$ cat src/rtl/nios_system_cpu_oci_trace_pkg.sv
// Shared definitions for the OCI trace monitor: FSM encoding and drop-counter sizing.
package nios_system_cpu_oci_trace_pkg;

  typedef enum logic [1:0] {
    ST_RUN   = 2'd0,
    ST_FLUSH = 2'd1,
    ST_DONE  = 2'd2
  } trace_state_e;

  localparam int DROP_W = 16;
  localparam logic [DROP_W-1:0] DROP_MAX = 16'hFFFF;

endpackage

$ cat src/rtl/nios_system_cpu_oci_trace_fifo.sv
// Circular trace FIFO: up to SLOTS writes per cycle, one read per cycle, registered level.
module nios_system_cpu_oci_trace_fifo
  import nios_system_cpu_oci_trace_pkg::*;
#(
  parameter int SLOT_W = 10,
  parameter int SLOTS  = 3,
  parameter int DEPTH  = 16,
  parameter int LVL_W  = $clog2(DEPTH + 1)
) (
  input  logic                      clk,
  input  logic                      reset_n,
  input  logic [SLOT_W*SLOTS-1:0]   wr_data,
  input  logic [LVL_W-1:0]          wr_num,
  input  logic                      rd_ready,
  output logic [SLOT_W-1:0]         rd_data,
  output logic                      rd_valid,
  output logic [LVL_W-1:0]          level,
  output logic [LVL_W-1:0]          level_next
);

  localparam int PTR_W = $clog2(DEPTH);

  logic [SLOT_W-1:0] mem [DEPTH];
  logic [PTR_W-1:0]  wr_ptr;
  logic [PTR_W-1:0]  rd_ptr;
  logic              pop;

  assign rd_valid   = (level != '0);
  assign rd_data    = mem[rd_ptr];
  assign pop        = rd_valid & rd_ready;
  assign level_next = level + wr_num - LVL_W'(pop);

  // Storage is data only and deliberately left out of reset.
  always_ff @(posedge clk) begin
    for (int i = 0; i < SLOTS; i++) begin
      if (LVL_W'(i) < wr_num)
        mem[wr_ptr + PTR_W'(i)] <= wr_data[i*SLOT_W +: SLOT_W];
    end
  end

  always_ff @(posedge clk) begin
    if (!reset_n) begin
      wr_ptr <= '0;
      rd_ptr <= '0;
      level  <= '0;
    end else begin
      wr_ptr <= wr_ptr + PTR_W'(wr_num);
      if (pop)
        rd_ptr <= rd_ptr + PTR_W'(1);
      level  <= level_next;
    end
  end

endmodule

$ cat src/rtl/nios_system_cpu_oci_trace_monitor.sv
// OCI trace monitor top: count clamping, free-space arbitration, run/flush/done FSM, statistics.
module nios_system_cpu_oci_trace_monitor
  import nios_system_cpu_oci_trace_pkg::*;
#(
  parameter int SLOT_W = 10,
  parameter int SLOTS  = 3,
  parameter int CNT_W  = 4,
  parameter int DEPTH  = 16,
  parameter int LVL_W  = $clog2(DEPTH + 1)
) (
  input  logic                     clk,
  input  logic                     reset_n,
  input  logic [SLOT_W*SLOTS-1:0]  dct_buffer,
  input  logic [CNT_W-1:0]         dct_count,
  input  logic                     test_ending,
  input  logic                     test_has_ended,
  output logic [SLOT_W-1:0]        rd_data,
  output logic                     rd_valid,
  input  logic                     rd_ready,
  output logic [LVL_W-1:0]         level,
  output logic                     overflow,
  output logic                     count_err,
  output logic [15:0]              drop_count,
  output logic [1:0]               state,
  output logic                     flush_done
);

  localparam int CW  = (CNT_W > LVL_W) ? CNT_W : LVL_W;
  localparam int DSW = DROP_W + 1;

  trace_state_e      state_q, state_d;
  logic              flush_d;
  logic [CW-1:0]     cnt_ext;
  logic [CW-1:0]     n_eff;
  logic [LVL_W-1:0]  n_lvl;
  logic [LVL_W-1:0]  free_slots;
  logic [LVL_W-1:0]  wr_num;
  logic [LVL_W-1:0]  dropped;
  logic [LVL_W-1:0]  level_next;
  logic [DSW-1:0]    drop_sum;
  logic              cnt_over;

  assign cnt_ext    = CW'(dct_count);
  assign cnt_over   = (cnt_ext > CW'(SLOTS));
  assign n_eff      = cnt_over ? CW'(SLOTS) : cnt_ext;
  assign n_lvl      = LVL_W'(n_eff);
  // Free space uses the pre-pop level, so a same-cycle pop never makes room for a write.
  assign free_slots = LVL_W'(DEPTH) - level;
  assign wr_num     = (state_q != ST_RUN) ? '0 :
                      (n_lvl < free_slots) ? n_lvl : free_slots;
  assign dropped    = (state_q == ST_RUN) ? (n_lvl - wr_num) : '0;
  assign drop_sum   = {1'b0, drop_count} + DSW'(dropped);
  assign state      = state_q;

  nios_system_cpu_oci_trace_fifo #(
    .SLOT_W (SLOT_W),
    .SLOTS  (SLOTS),
    .DEPTH  (DEPTH),
    .LVL_W  (LVL_W)
  ) u_fifo (
    .clk        (clk),
    .reset_n    (reset_n),
    .wr_data    (dct_buffer),
    .wr_num     (wr_num),
    .rd_ready   (rd_ready),
    .rd_data    (rd_data),
    .rd_valid   (rd_valid),
    .level      (level),
    .level_next (level_next)
  );

  always_comb begin
    state_d = state_q;
    flush_d = 1'b0;
    case (state_q)
      ST_RUN: begin
        if (test_has_ended)
          state_d = ST_DONE;
        else if (test_ending)
          state_d = ST_FLUSH;
      end
      ST_FLUSH: begin
        if (test_has_ended) begin
          state_d = ST_DONE;
        end else if (level_next == '0) begin
          state_d = ST_DONE;
          flush_d = 1'b1;
        end
      end
      default: state_d = ST_DONE;
    endcase
  end

  always_ff @(posedge clk) begin
    if (!reset_n) begin
      state_q    <= ST_RUN;
      flush_done <= 1'b0;
      overflow   <= 1'b0;
      count_err  <= 1'b0;
      drop_count <= '0;
    end else begin
      state_q    <= state_d;
      flush_done <= flush_d;
      if (dropped != '0)
        overflow <= 1'b1;
      if (cnt_over)
        count_err <= 1'b1;
      drop_count <= drop_sum[DROP_W] ? DROP_MAX : drop_sum[DROP_W-1:0];
    end
  end

endmodule

$ cat config.mk
export PLATFORM = sky130hd
export DESIGN_NAME = nios_system_cpu_oci_trace_monitor
export DESIGN_NICKNAME = d
export VERILOG_FILES = /design/src/rtl/nios_system_cpu_oci_trace_pkg.sv /design/src/rtl/nios_system_cpu_oci_trace_fifo.sv /design/src/rtl/nios_system_cpu_oci_trace_monitor.sv
export SDC_FILE = /design/constraint.sdc
export NUM_CORES = 1
export LEC_CHECK = 0
export ABC_CLOCK_PERIOD_IN_PS = 15400
export CAP_MARGIN = 20
export CELL_PAD_IN_SITES_DETAIL_PLACEMENT = 0
export CELL_PAD_IN_SITES_GLOBAL_PLACEMENT = 1
export CORE_MARGIN = 1.5
export CORE_UTILIZATION = 49
export CTS_CLUSTER_DIAMETER = 150
export DETAILED_ROUTE_END_ITERATION = 10
export PLACE_DENSITY = 0.91
export SLEW_MARGIN = 20
export SYNTH_ARGS = -nofsm -noshare
export SYNTH_HDL_FRONTEND = slang
export SYNTH_HIERARCHICAL = 1
export SYNTH_SLANG_ARGS = --single-unit
$ cat constraint.sdc
create_clock -name clk -period 15.4 [get_ports clk]
set_input_delay 3.08 -clock clk [delete_from_list [all_inputs] [get_ports clk]]
set_output_delay 3.08 -clock clk [all_outputs]
set_load 0.005 [all_outputs]
Word level (Yosys, flattened, before mapping)
Memory sizes are Yosys's and may differ from the RTL's. A register that Yosys moved wholly into a read port is not among the register bits.
Index checks and enable logic that the tools add are counted.
Widths: inputs -> output; s select.
{"block": "word_totals", "latch_bits": 0, "out_inout_bits": 37, "word_cells": 55, "memories": 1, "romBits": 0, "mem_bits_rw": 160, "inputBits": 39, "regBits": 34}
{"block": "op_classes", "mul": 0, "add_sub_neg": 9, "eq_ne": 3, "n_reduce_logical": 7, "shifts": 0, "magnitude_cmp": 5, "n_mux": 19, "n_bitwise": 3, "div_mod_pow": 0}
{"memory": "u_fifo.mem", "depth": 16, "width": 10, "rd": 1, "rd_clocked_by_memory_dff": 1, "wr": 3, "line_no": "nios_system_cpu_oci_trace_fifo.sv:23", "rtl": "logic [SLOT_W-1:0] mem [DEPTH];"}
{"op": "$add 16x5->17", "n": 1}
{"op": "$mux 16", "n": 1}
{"op": "$mux 5", "n": 3}
{"op": "$mux 4", "n": 3}
{"op": "$lt 1x5->1 const A", "n": 2}
{"op": "$reduce_bool 5->1", "n": 2}
{"op": "$add 4x1->4 const B", "n": 2}
{"op": "$mux 2", "n": 4}
{"op": "$mux 1", "n": 7}
{"op": "$ne 3x3->1 const B", "n": 2}
{"op": "$add 5x5->5", "n": 1}
{"op": "$logic_not 5->1", "n": 1}
{"op": "$lt 2x5->1 const A", "n": 1}
{"op": "$lt 4x5->1", "n": 1}
{"op": "$sub 4x5->5", "n": 1}
{"op": "$sub 5x1->5", "n": 1}
{"op": "$sub 5x5->5 const A", "n": 1}
{"op": "$add 4x2->4 const B", "n": 1}
{"op": "$add 4x4->4", "n": 1}
{"op": "$gt 4x2->1 const B", "n": 1}
{"op": "$pmux 2 s2", "n": 1}
{"op": "$reduce_or 3->1", "n": 1}
{"op": "$eq 2x1->1 const B", "n": 1}
{"op": "$logic_not 2->1", "n": 1}
{"op": "other kinds (4)", "n": 5}

Depth between registers and ports, before layout
{"block": "depth", "depth_word": 11, "depth_mapped": 22}

Cells and area by module
Netlist, hierarchy kept.
{"module": "nios_system_cpu_oci_trace_fifo", "area_each_um2": 10576.4, "seq_area_each_um2": 5144.9, "cells_per_inst": 984, "n_inst": 1}
{"module": "nios_system_cpu_oci_trace_monitor", "area_each_um2": 1482.7, "seq_area_each_um2": 420.4, "cells_per_inst": 175, "n_inst": 1}

Worst setup path after synthesis
No wires, ideal clock.
{"block": "synth_timing", "path_type": "input to register", "startpoint": "input dct_count[3]", "endpoint": "register drop_count[13]", "slack_ns": 8.007, "path_buffers": 0, "arrival_ns": 7.307, "path_stages": 16, "required_ns": 15.314, "path_cell_list": "or3_1 -> ha_1 -> o21a_1 -> o31ai_4 -> a211oi_2 -> nor2_1 -> a211oi_1 -> ha_1 -> fa_1 -> or3_1 -> fa_1 -> nand2b_1 -> a21oi_2 -> o2111a_2 -> nor4_1 -> a211oi_1"}
{"block": "synth_via", "elab_chain_len": 9}
{"item": "start: declaration", "line_no": "nios_system_cpu_oci_trace_monitor.sv:14", "rtl": "input logic [CNT_W-1:0] dct_count,"}
{"item": "$gt 4x2->1", "line_no": "nios_system_cpu_oci_trace_monitor.sv:44", "rtl": "assign cnt_over = (cnt_ext > CW'(SLOTS));"}
{"item": "$mux 4 *", "line_no": "nios_system_cpu_oci_trace_monitor.sv:45", "rtl": "assign n_eff = cnt_over ? CW'(SLOTS) : cnt_ext;"}
{"item": "$lt 4x5->1", "line_no": "nios_system_cpu_oci_trace_monitor.sv:50", "rtl": "(n_lvl < free_slots) ? n_lvl : free_slots;"}
{"item": "$mux 5 *", "line_no": "nios_system_cpu_oci_trace_monitor.sv:50"}
{"item": "$mux 5 *", "line_no": "nios_system_cpu_oci_trace_monitor.sv:49", "rtl": "assign wr_num = (state_q != ST_RUN) ? '0 :"}
{"item": "via wr_num[0]", "line_no": "nios_system_cpu_oci_trace_monitor.sv:37", "rtl": "logic [LVL_W-1:0] wr_num;"}
{"item": "$sub 4x5->5 *", "line_no": "nios_system_cpu_oci_trace_monitor.sv:51", "rtl": "assign dropped = (state_q == ST_RUN) ? (n_lvl - wr_num) : '0;"}
{"item": "$mux 5 *", "line_no": "nios_system_cpu_oci_trace_monitor.sv:51"}
{"item": "$add 16x5->17 *", "line_no": "nios_system_cpu_oci_trace_monitor.sv:52", "rtl": "assign drop_sum = {1'b0, drop_count} + DSW'(dropped);"}
{"item": "$mux 16 *", "line_no": "nios_system_cpu_oci_trace_monitor.sv:108", "rtl": "drop_count <= drop_sum[DROP_W] ? DROP_MAX : drop_sum[DROP_W-1:0];"}
{"item": "end signal: assignment", "line_no": "nios_system_cpu_oci_trace_monitor.sv:108"}
{"item": "end: declaration", "line_no": "nios_system_cpu_oci_trace_monitor.sv:23", "rtl": "output logic [15:0] drop_count,"}
Mark *: on every way through the listed nets, which the timed path passes. The rest lies on a longest branch.
A chain may end at the register's enable or synchronous reset.

==> out/qor.txt <==
hold bufs inserted after CTS = 0
Buf+Inv Stages, Crit Path = 2
count leader, synth = nor2_1
TNS Setup = 0 ps
die area = 0.02556 sq mm
WS Path Type = in2reg
CTS tree = yes
minimum clock period = 8199 ps
Worst-Margin Slew = 1187 ps
largest net degree at the start of global routing = 42
final hold violation count = 0
clock sink total = 198
Startpoint Class = primary input
largest cells by area after synthesis = edfxtp_1 (40%), a221o_1 (10%), mux4_2 (7.5%)
register area share after synthesis = 46.15%
CTS clk-pin slew, worst paths = 80 ps
maximum VDD drop = 0.0001114 V
DRT antenna net count = 0
top sig layer = met5
DR WL met3 = 5.490 mm
Post-synth ARST share = 0%
CP arrival = 8190 ps
final wirelength = 42.90 mm
Ys Warns = 6
total CTS buffers = 17
unrepaired setup endpoints after global routing = false
gr ovfl total = 0
die height = 159.9 um
commonest cells in the netlist = nor2_1 (167), edfxtp_1 (160), a221o_1 (120)
dpl hpwl = 29.95 mm
routed wl met2 = 19.50 mm
# port buffers = 75
max_cap viols = 0
Int Power = 1.540 mW
Clock Path Buffers = 2
Max Freq = 122.0 MHz
Static Leak = 4.685 nW
final slew viol count = 0
vias in the first global route = 10125
number of remaining DRC errors = 0
power share of the combinational group = 50.1%
Clk network pwr share = 17.7%
Final Skew = 11.60 ps
area delta synth->final = 13.06%
M1 WL = 15.03 mm
Post-Syn Instances = 1159
status = completed
sw frac = 42.23%
final setup fails = 0
post-CTS sizing = 0
Avg Inst Size Synth = 10.40 sq um
worst endpoint required time = 15400 ps
Post-synth top flop = edfxtp_1
CP cell instances = clkdlybuf4s50_1, or3_1, ha_1, o21a_1, o31ai_4, a211oi_2, mux2i_1, nor2_1, or4_4, and3_1, buf_4, a21oi_1, o21ai_1
Final Cycle Share = 53.24%
Rel. slew slack = 20.89%
Root Driver = clkbuf_16
Non-Filler Instances = 1511
htree depth = 4
worst-path maximum fanout = 41
vias per cell = 7.067
Die W = 159.9 um
ratio of cells with drive above 1 in the final layout = 10.36%
Distinct cells, synth = 58
First DRT Iteration DRCs = 1798
cell area after synthesis = 0.01206 sq mm
core area = 0.02425 sq mm
worst skew pair latency = 440 ps
routed length per placed instance = 28.39 um
initial antenna violation count = 2
first-pass GRT wire length = 63.29 mm
Max stage delay cell, worst path = a21oi_1
CP top delay family = compound AO/OA/AOI/OAI gates
hold crit path type = reg2reg
PD cells = 195.6 mW/mm^2
nets = 1244
Sw Pwr = 1.126 mW
Initial Util = 49.73%
Reg power frac = 32.2%
area leader, netlist = edfxtp_1
# placed instances = 1477
Cell Rows = 57
Yosys reg bits = 198
drt pass-1 iters = 7
Post-CTS Setup Bufs = 0
gpl congestion = 0.9467
# IOs = 76
Crit. End Element = flip-flop
Post-synth EDFFs = 160
Vias = 10678
GR Util All Layers = 33.56%
Synth top area share = 39.84%
antenna diode count = 0
Largest stage delay, worst path = 970 ps
through the flow:
step	total power [mW]	hold WS (ps)	instance area [sq um]	utilization, %	setup slack, ps
final	2.666	491.4	13630	56.23	7201
after global routing	2.773	513.7	13630	56.23	7063
after CTS	2.615	494.9	13580	56.01	7162
after detailed placement	2.146	473.5	12960	53.47	6742
after global placement	2.113	475.7	12940	53.36	6854
after floorplan	1.707	469.5	12090	-	8007
worst min-delay path: stages (launching register included):
cell and delay (ps):
dfxtp_1 330, nor3_1 60, nor2_1 70
state kept, by name, summed over array words and instances, names as in the netlist, named ones only:
| name | cells |
|---|---|
| flush_done | 1 |
| count_err | 1 |
| u_fifo/level | 5 |
| u_fifo/mem | 160 |
| u_fifo/rd_ptr | 4 |
| overflow | 1 |
| state | 2 |
| drop_count | 16 |
| u_fifo/wr_ptr | 4 |
routing by layer:
layer / vias up / track usage [%]
met5: - / 0
met4: 4 / 19.37
met3: 219 / 7.506
met2: 914 / 53.06
met1: 5095 / 42.72
li1: 4446 / -
placed cells by master (no fill, tap or decap), types with 9 or more instances in the layout:
cell	count
a21oi_1	18
a221o_1	120
a22oi_1	20
a31oi_1	41
and2_1	31
and3_1	15
buf_4	16
clkbuf_16	17
clkdlybuf4s50_1	75
conb_1	9
dfxtp_1	36
edfxtp_1	160
ha_1	26
inv_1	34
mux4_2	40
nand2_1	108
nand2b_1	9
nand3_1	35
nor2_1	167
nor2b_1	14
nor3_1	36
o21a_1	14
o21ai_1	11
xnor2_1	13
power groups by stage:
stage	Sequential [mW]	Clock (mW)	Combinational [mW]
floorplan	0.820	0	0.887
global placement	0.863	0	1.25
detailed placement	0.867	0	1.28
CTS	0.856	0.473	1.29
global route	0.868	0.495	1.41
finish	0.858	0.473	1.34
logic make-up (layout without fill, tap and decap cells):
family	count (synthesis)	after routing	share of synthesized area (%)
AOI/OAI and AO/OA	267	267	18.20
xor gates and xnor gates	22	22	1.598
adders and majority gates	30	30	3.362
buffers and inverters	141	161	4.793
DFF	198	198	46.15
muxes	45	45	7.885
other	1	9	0.03110
and+or+nand+nor	455	455	17.98
area by class of cell:
type / count / area, sq um
inverter: 35 / 131.4
tap: 324 / 405.4
timing repair buffer: 95 / 904.6
clock buffer: 17 / 425.4
multi-input combinational: 828 / 6010
fill: 2120 / 10610
clock inverter: 14 / 190.2
sequential: 198 / 5568
final timing paths:
kind	startpoint	end	slack, ps	cells after the start
setup / recovery	dct_count[3]	u_fifo/mem[7][2]$_DFFE_PP_	7200	13
hold / removal	count_err$_SDFFE_PN0P_	count_err$_SDFFE_PN0P_	490	2
setup reg to reg	u_fifo/level[0]$_SDFF_PN0_	u_fifo/mem[7][2]$_DFFE_PP_	9780	14
hold reg to reg	count_err$_SDFFE_PN0P_	count_err$_SDFFE_PN0P_	490	2
Note: power is estimated with default switching activity, not from simulation.
